[src/rtl/regfile_bist.sv]
// -----------------------------------------------------------------------------
// regfile_bist
//   Built-in self-test initiator for a NUM_REGS x DATA_W register file.
//   It writes every register once, then reads them back on both read ports and
//   compares the returned data with the expected pattern.
//
//   Ports (summary):
//     clock, ctrl_reset         clock and asynchronous active-high reset
//     start, seed               start request (level) and base data pattern
//     ctrl_writeEn/.. data_writeReg   regfile write port (driven)
//     ctrl_readRegA/B           regfile read addresses (driven)
//     data_readRegA/B           regfile read data (observed)
//     busy, done, pass          test status
//     error_count               mismatch count, saturating at all-ones
//     first_fail_addr/_valid    address of the first mismatch
//     state_dbg                 current FSM state encoding, for debug/observation
//
//   start protocol: start is a level, sampled on each rising clock edge. It is
//   accepted only in IDLE or DONE; while the test runs it is ignored. There is
//   no acknowledge: acceptance is visible as busy rising after the edge.
//
//   Every output is decoded from registered state only (state, idx, seed and
//   the result registers), so outputs never change between clock edges except
//   when reset is asserted.
// -----------------------------------------------------------------------------
module regfile_bist #(
  parameter int NUM_REGS = 32,
  parameter int ADDR_W   = 5,
  parameter int DATA_W   = 32,
  parameter bit R0_ZERO  = 1'b0
) (
  input  logic              clock,
  input  logic              ctrl_reset,
  input  logic              start,
  input  logic [DATA_W-1:0] seed,
  output logic              ctrl_writeEn,
  output logic [ADDR_W-1:0] ctrl_writeReg,
  output logic [DATA_W-1:0] data_writeReg,
  output logic [ADDR_W-1:0] ctrl_readRegA,
  output logic [ADDR_W-1:0] ctrl_readRegB,
  input  logic [DATA_W-1:0] data_readRegA,
  input  logic [DATA_W-1:0] data_readRegB,
  output logic              busy,
  output logic              done,
  output logic              pass,
  output logic [ADDR_W+1:0] error_count,
  output logic [ADDR_W-1:0] first_fail_addr,
  output logic              first_fail_valid,
  output logic [2:0]        state_dbg
);

  typedef enum logic [2:0] {
    S_IDLE  = 3'd0,
    S_WRITE = 3'd1,
    S_READ  = 3'd2,
    S_CHECK = 3'd3,
    S_DONE  = 3'd4
  } state_t;

  localparam logic [ADDR_W-1:0] LAST_IDX = ADDR_W'(NUM_REGS - 1);

  state_t            state_q, state_d;
  logic [ADDR_W-1:0] idx_q, idx_d;
  logic [DATA_W-1:0] seed_q, seed_d;
  logic [ADDR_W+1:0] err_q, err_d;
  logic [ADDR_W-1:0] ffa_q, ffa_d;
  logic              ffv_q, ffv_d;

  // Port B walks the register file from the top while port A walks from the
  // bottom, so both ports see every address once over the read sweep.
  logic [ADDR_W-1:0] addr_b;
  assign addr_b = LAST_IDX - idx_q;

  // Expected read-back value. Register 0 may be a hardwired zero in the
  // target regfile, in which case its expected value is 0 even though the
  // write sweep still writes the raw pattern to it.
  function automatic logic [DATA_W-1:0] exp_val(input logic [DATA_W-1:0] s,
                                                input logic [ADDR_W-1:0] a);
    if (R0_ZERO && (a == '0)) return '0;
    return s ^ DATA_W'(a);
  endfunction

  logic              mis_a, mis_b;
  logic [1:0]        mis_cnt;
  logic [ADDR_W+2:0] err_sum;
  logic [ADDR_W+1:0] err_sat;

  always_comb begin
    mis_a   = (data_readRegA != exp_val(seed_q, idx_q));
    mis_b   = (data_readRegB != exp_val(seed_q, addr_b));
    mis_cnt = {1'b0, mis_a} + {1'b0, mis_b};
    // One extra bit catches overflow so the counter sticks at all-ones.
    err_sum = {1'b0, err_q} + (ADDR_W+3)'(mis_cnt);
    err_sat = err_sum[ADDR_W+2] ? '1 : err_sum[ADDR_W+1:0];
  end

  // Next-state logic
  always_comb begin
    state_d = state_q;
    idx_d   = idx_q;
    seed_d  = seed_q;
    err_d   = err_q;
    ffa_d   = ffa_q;
    ffv_d   = ffv_q;
    case (state_q)
      S_IDLE, S_DONE: begin
        if (start) begin
          seed_d  = seed;
          err_d   = '0;
          ffa_d   = '0;
          ffv_d   = 1'b0;
          idx_d   = '0;
          state_d = S_WRITE;
        end
      end
      S_WRITE: begin
        if (idx_q == LAST_IDX) begin
          idx_d   = '0;
          state_d = S_READ;
        end else begin
          idx_d = idx_q + 1'b1;
        end
      end
      S_READ: begin
        state_d = S_CHECK;
      end
      S_CHECK: begin
        err_d = err_sat;
        // Only the first mismatch is kept; port A takes priority on a tie.
        if (!ffv_q && (mis_a || mis_b)) begin
          ffv_d = 1'b1;
          ffa_d = mis_a ? idx_q : addr_b;
        end
        if (idx_q == LAST_IDX) begin
          state_d = S_DONE;
        end else begin
          idx_d   = idx_q + 1'b1;
          state_d = S_READ;
        end
      end
      default: begin
        state_d = S_IDLE;
      end
    endcase
  end

  always_ff @(posedge clock or posedge ctrl_reset) begin
    if (ctrl_reset) begin
      state_q <= S_IDLE;
      idx_q   <= '0;
      seed_q  <= '0;
      err_q   <= '0;
      ffa_q   <= '0;
      ffv_q   <= 1'b0;
    end else begin
      state_q <= state_d;
      idx_q   <= idx_d;
      seed_q  <= seed_d;
      err_q   <= err_d;
      ffa_q   <= ffa_d;
      ffv_q   <= ffv_d;
    end
  end

  // Moore output decode
  always_comb begin
    ctrl_writeEn     = 1'b0;
    ctrl_writeReg    = '0;
    data_writeReg    = '0;
    ctrl_readRegA    = '0;
    ctrl_readRegB    = '0;
    busy             = 1'b0;
    done             = 1'b0;
    pass             = 1'b0;
    error_count      = err_q;
    first_fail_addr  = ffa_q;
    first_fail_valid = ffv_q;
    state_dbg        = state_q;
    case (state_q)
      S_WRITE: begin
        busy          = 1'b1;
        ctrl_writeEn  = 1'b1;
        ctrl_writeReg = idx_q;
        data_writeReg = seed_q ^ DATA_W'(idx_q);
      end
      S_READ, S_CHECK: begin
        busy          = 1'b1;
        ctrl_readRegA = idx_q;
        ctrl_readRegB = addr_b;
      end
      S_DONE: begin
        done = 1'b1;
        pass = (err_q == '0);
      end
      default: begin
      end
    endcase
  end

endmodule

[config.mk]
export PLATFORM = sky130hd
export DESIGN_NAME = regfile_bist
export DESIGN_NICKNAME = d
export VERILOG_FILES = /design/src/rtl/regfile_bist.sv
export SDC_FILE = /design/constraint.sdc
export NUM_CORES = 1
export LEC_CHECK = 0
export CORE_AREA = 2 2 81 115
export CTS_BUF_LIST = sky130_fd_sc_hd__clkbuf_16
export CTS_CLUSTER_SIZE = 8
export DETAILED_ROUTE_END_ITERATION = 12
export DIE_AREA = 0 0 83 117
export HOLD_SLACK_MARGIN = 0.08
export PLACE_DENSITY_LB_ADDON = 0.05
export SETUP_SLACK_MARGIN = 0.05
export SLEW_MARGIN = 15
export SYNTH_ARGS = -nofsm -noshare
export SYNTH_HDL_FRONTEND = slang
export SYNTH_SLANG_ARGS = --single-unit
[constraint.sdc]
create_clock -name clock -period 3.9 [get_ports clock]
set_clock_uncertainty 0.2 [all_clocks]
set_input_delay 0.39 -clock clock [delete_from_list [all_inputs] [get_ports clock]]
set_output_delay 0.39 -clock clock [all_outputs]
set_load 0.01 [all_outputs]
* Yosys cells after proc, flatten, opt, wreduce, memory -nomap -nowiden
Index checks and enable logic that the tools add are counted.
** Cells by class
- Reductions and logical operators :: 15
- Bitwise operators :: 2
- Mux-type cells :: 25
- Eq/ne operators :: 11
- Add/sub/neg operators :: 4
** Operators by type and width (number)
- 32-bit inequality test :: 2
- 32-bit by 5-bit XOR with 32-bit output :: 2
- 5-bit two-way mux :: 8
- 32-bit two-way mux :: 1
- 5-bit case mux with 3 select lines :: 1
- 7-bit two-way mux :: 2
- 7-bit case mux with 2 select lines :: 1
- 3-bit case mux with 4 select lines :: 1
- 5-bit case mux with 2 select lines :: 1
- 3-bit two-way mux :: 3
- 7-bit by 2-bit adder with 8-bit output :: 1
- 2-bit inequality test (second input constant) :: 4
- 7-bit zero test :: 1
- 3-bit by 2-bit equality test with 1-bit output (second input constant) :: 2
- 1-bit two-way mux :: 6
- 2-bit AND reduction :: 3
- 3-bit AND reduction :: 2
- 5-bit by 1-bit adder with 5-bit output (second input constant) :: 1
- 5-bit equality test (second input constant) :: 1
- 5-bit subtractor (first input constant) :: 1
- 2-bit OR reduction :: 2
- 3-bit by 1-bit equality test with 1-bit output (second input constant) :: 1
- 3-bit equality test (second input constant) :: 1
- 3-bit zero test :: 1
- other kinds (8) :: 8
** Word-level totals
- Register bits after elaboration :: 53
- Logic and storage cells :: 63
- Input bits :: 99
- Output and inout bits :: 67

* Longest topological paths before layout
- Word-level depth :: 7
- Mapped depth :: 13

* Worst setup path after synthesis
Ideal clock, no wire load.
- Path kind :: reg2reg
- Start :: register idx_q[4]
- End :: register err_q[4], in the netlist error_count[4]
- Arrival :: 2483 ps
- Clock period less this slack :: 2777 ps
- Setup slack :: 1123 ps
- Cell stages (with the launch flop) :: 14
- Path buffers :: 2
- Setup time :: 94 ps
- Cell sequence :: dfrtp_1 buf_2 xor2_1 xnor2_1 nand4_1 nor3_4 buf_6 fa_1 nand3b_1 nor2_1 nand3_1 a21oi_1 nor2_1 a211oi_1
** Between the ends
- Word-level cells in the longest chain between the ends :: 7
- Elaborated cells between the ends (all ways) :: 9
** Ends and longest elaborated chain
- start, declared :: RTL line 63 : logic [ADDR_W-1:0] idx_q, idx_d;
- start signal, assigned :: RTL line 157 : idx_q <= idx_d;
- 5-bit subtractor :: RTL line 72 : assign addr_b = LAST_IDX - idx_q;
- 32-bit by 5-bit XOR with 32-bit output :: RTL line 80 : return s ^ DATA_W'(a);
- 32-bit inequality test :: RTL line 90 : mis_b = (data_readRegB != exp_val(seed_q, addr_b));
- 1-bit by 1-bit adder with 2-bit output * :: RTL line 91 : mis_cnt = {1'b0, mis_a} + {1'b0, mis_b};
- 7-bit by 2-bit adder with 8-bit output * :: RTL line 93 : err_sum = {1'b0, err_q} + (ADDR_W+3)'(mis_cnt);
- 7-bit two-way mux * :: RTL line 94 : err_sat = err_sum[ADDR_W+2] ? '1 : err_sum[ADDR_W+1:0];
- 7-bit case mux with 2 select lines * :: RTL line 105 : case (state_q)
- end signal, assigned :: RTL line 159 : err_q <= err_d;
- end, declared :: RTL line 65 : logic [ADDR_W+1:0] err_q, err_d;
Mark *: on every way between the ends. The rest lies on a longest branch, timed or not.
A chain may end at the register's enable or synchronous reset.

* Final worst setup path
- Start :: register idx_q[3]
- End :: register err_q[4], in the netlist error_count[4]
The elaborated chain is that of the path after synthesis.

==> flow_summary.ini <==
[status]
status = finished clean

[worst_hold_path]
hold_end = seed_q[0]
holdPathStages = 2
hold_start = seed_q[0]
min_path_type = reg -> reg

[clock_tree]
cts_root_buf = clkbuf_16
cts_tree = yes
cts_buffers = 5
clkTransAtPathRegs_ns = 0.07
worst_skew_pair.late_latency_ns = 0.30
clockBufferDepth = 2
post_cts_buffers = 0
cts_resized = 0
postCtsHoldBufs = 0
cts_sinks = 53
htreeDepth = 2

[power_and_ir_drop]
total_power_mw = 3.68
power.density_nw_per_um2 = 679
ir_drop_v = 0.000370
p_leak_nw = 2.48

[synthesis]
ys.flop_type = dfrtp_1
netlist-cell-type-count = 43
avgSynthCellArea_um2 = 8.39
synth_area_um2 = 3560
synth_xor_area_frac = 0.178
synthMuxAreaShare = 0.00316
synth_compound_area_frac = 0.0828
synth_area_leaders = dfrtp_1 (37%), xor2_1 (12%), nand2_1 (11%)
synth.most_common_cell = nand2_1
yosys.area.top_type_share = 0.372
yosysSeqAreaShare = 0.372
ys_top_cells_by_count = nand2_1 (108), dfrtp_1 (53), xor2_1 (50), and3_1 (35), nor2_1 (22)
post-synth-top-area-cell = dfrtp_1
synth_top_family_by_area = simple AND/OR/NAND/NOR gates
synth_edf_count = 0
synth_cells = 425
yosys_warnings = 0
synth_seq_cells = 53
syn_nets = 528
ys_async_sr_fraction = 1.00
synth-simple-area-share = 0.309
synthAdderAreaFrac = 0.0161

[layout]
final_cells = 685
syn2layout_area_growth_pct = 51.9
multiInputGateArea_um2 = 2100
antenna_cells = 0
register_area_um2 = 1330
num-fill-cells = 810
fin_nets = 681
drive_above_1_share = 0.0467

[timing]
setup_tns_ns = 0
min_period_over_period = 0.866
finalSetupViolations = 0
rsz0062_at_grt = false
max_freq_mhz = 296
min_period_ns = 3.38
hold_viol = 0
finalMaxSlewViolations = 0
maxSlewHeadroom = 0.256
worst_pin_slew_ns = 1.11

[worst_setup_path]
reg2reg_from = idx_q[3]
rr_endpoint = error_count[4]
cpPeakStageDelay_ns = 0.60
r2r_cells = 11
endpoint_kind = flip-flop
required_ns = 3.90
crit_buf_inv = 0
cp_max_fo = 11
slowest_stage = dfrtp_1
crit_family = simple AND/OR/NAND/NOR gates
crit_chain = xor2_1 > xor2_1 > nand4_1 > nor3_4 > fa_1 > nand3b_1 > nor2_1 > nand3_1 > a21oi_1 > nor2_1 > a211oi_1
r2r_slack_ns = 0.52
worst_ep_arrival_time_ns = 3.38
worstSetupPathType = reg -> reg
worst_setup_path_start_kind = flip-flop

[global_routing]
grt_antenna_before_repair = 0
grt-ovfl-total = 0
grt_max_degree = 39
grt_pass1_vias = 3653
grt_use_total = 0.243
grt_pass1_wl_um = 18400

[floorplan]
rows = 41
dieArea_um2 = 9710
io_pins = 166
die_w_um = 83
initial_core_util = 0.406
coreArea_um2 = 8770
dieHeight_um = 117

[placed_design]
gp_congestion = 0.836
port_buffers = 165
post-place-cells = 678
dp_hpwl_um = 9100

[run]
max_cap_viol_count = 0

[routing]
firstDrtPassIters = 4
viasPerCell = 5.35
wirelength_um = 11900
num_vias = 3662
drc = 0
drt-initial-drc-count = 153
routedWlPerCell_um = 17.4
drt.antenna.violating_nets = 0
kinds of logic (layout without fill, tap and decap cells):
| logic type | count (synthesis) | count (layout) |
|---|---|---|
| and+or+nand+nor | 222 | 222 |
| xor gates and xnor gates | 70 | 70 |
| DFF | 53 | 53 |
| AOI/OAI and AO/OA | 43 | 43 |
| buffers and inverters | 32 | 185 |
| adders and majority gates | 4 | 4 |
| muxes | 1 | 1 |
how the worst max path moves through the flow:
stage | from | endpoint | slack (ns) | depth (start not counted)
final | idx_q[3] | error_count[4] | 0.52 | 11
after global routing | idx_q[3] | error_count[4] | 0.26 | 11
after CTS | idx_q[3] | error_count[4] | 0.56 | 11
after detailed placement | data_readRegB[18] | error_count[2] | 0.48 | 12
after global placement | data_readRegA[24] | error_count[2] | 0.56 | 12
after floorplan | idx_q[4] | error_count[4] | 1.12 | 13
final cells by class:
cell class | count | area share
Multi-Input combinational cell | 340 | 0.388
Timing Repair Buffer | 170 | 0.312
Sequential cell | 53 | 0.245
Tap cell | 107 | 0.0247
Clock buffer | 5 | 0.0231
Inverter | 8 | 0.00555
Clock inverter | 2 | 0.00139
cells in the final DEF, fill, tap and decap left out, drive strengths merged, types with 2 or more instances in the layout:
cell	netlist	final
buf	6	5
and4b	2	2
o21ai	10	10
nor2	22	22
a31oi	2	2
nor3	11	11
a21o	3	3
a211oi	2	2
dfrtp	53	53
o21bai	3	3
nand2b	3	3
o22ai	5	5
clkdlybuf4s50	0	165
a221oi	3	3
nand4	7	7
a22oi	4	4
nor4	13	13
nand2	108	108
nand3	7	7
inv	8	9
xor2	50	50
xnor2	19	19
clkbuf	18	5
and3	36	36
ha	3	3
or3	2	2
and2	9	9
a21oi	9	9
per-layer routing:
| metal | GRT usage | vias up | wire (um) |
|---|---|---|---|
| li1 | - | 1735 | - |
| met1 | 0.271 | 1719 | 4440 |
| met2 | 0.444 | 184 | 6190 |
| met3 | 0.0645 | 24 | 978 |
| met4 | 0.0951 | 0 | 325 |
| met5 | 0 | - | 0 |
sequential cells by signal, summed over array words and instances, names as in the netlist:
signal	flops
idx_q	5
state_dbg	3
first_fail_valid	1
error_count	7
first_fail_addr	5
seed_q	32
power by group:
part           internal [mW]  switching, mW
sequential             0.774          0.360
clock                  0.230          0.198
combinational           1.12           1.00
total                   2.12           1.56
metrics by stage:
stage	setup WS (ns)	hold slack [ns]	instance area, um2	util
after detailed placement	0.481	0.283	5280	0.602
after global routing	0.265	0.332	5420	0.617
after floorplan	1.12	0.265	3560	-
after CTS	0.555	0.300	5420	0.617
final	0.523	0.296	5420	0.617
after global placement	0.559	0.282	5280	0.602
worst register-to-register path: cells and delay by family (launching register included):
kind	cells	cell delay (ns)
flip-flops	1	0.60
AND/OR/NAND/NOR	6	1.09
AO/OA/AOI/OAI	2	0.42
XOR/XNOR	2	0.59
adder cells (fa/ha/maj)	1	0.40
Note: power is estimated with default switching activity, not from simulation.
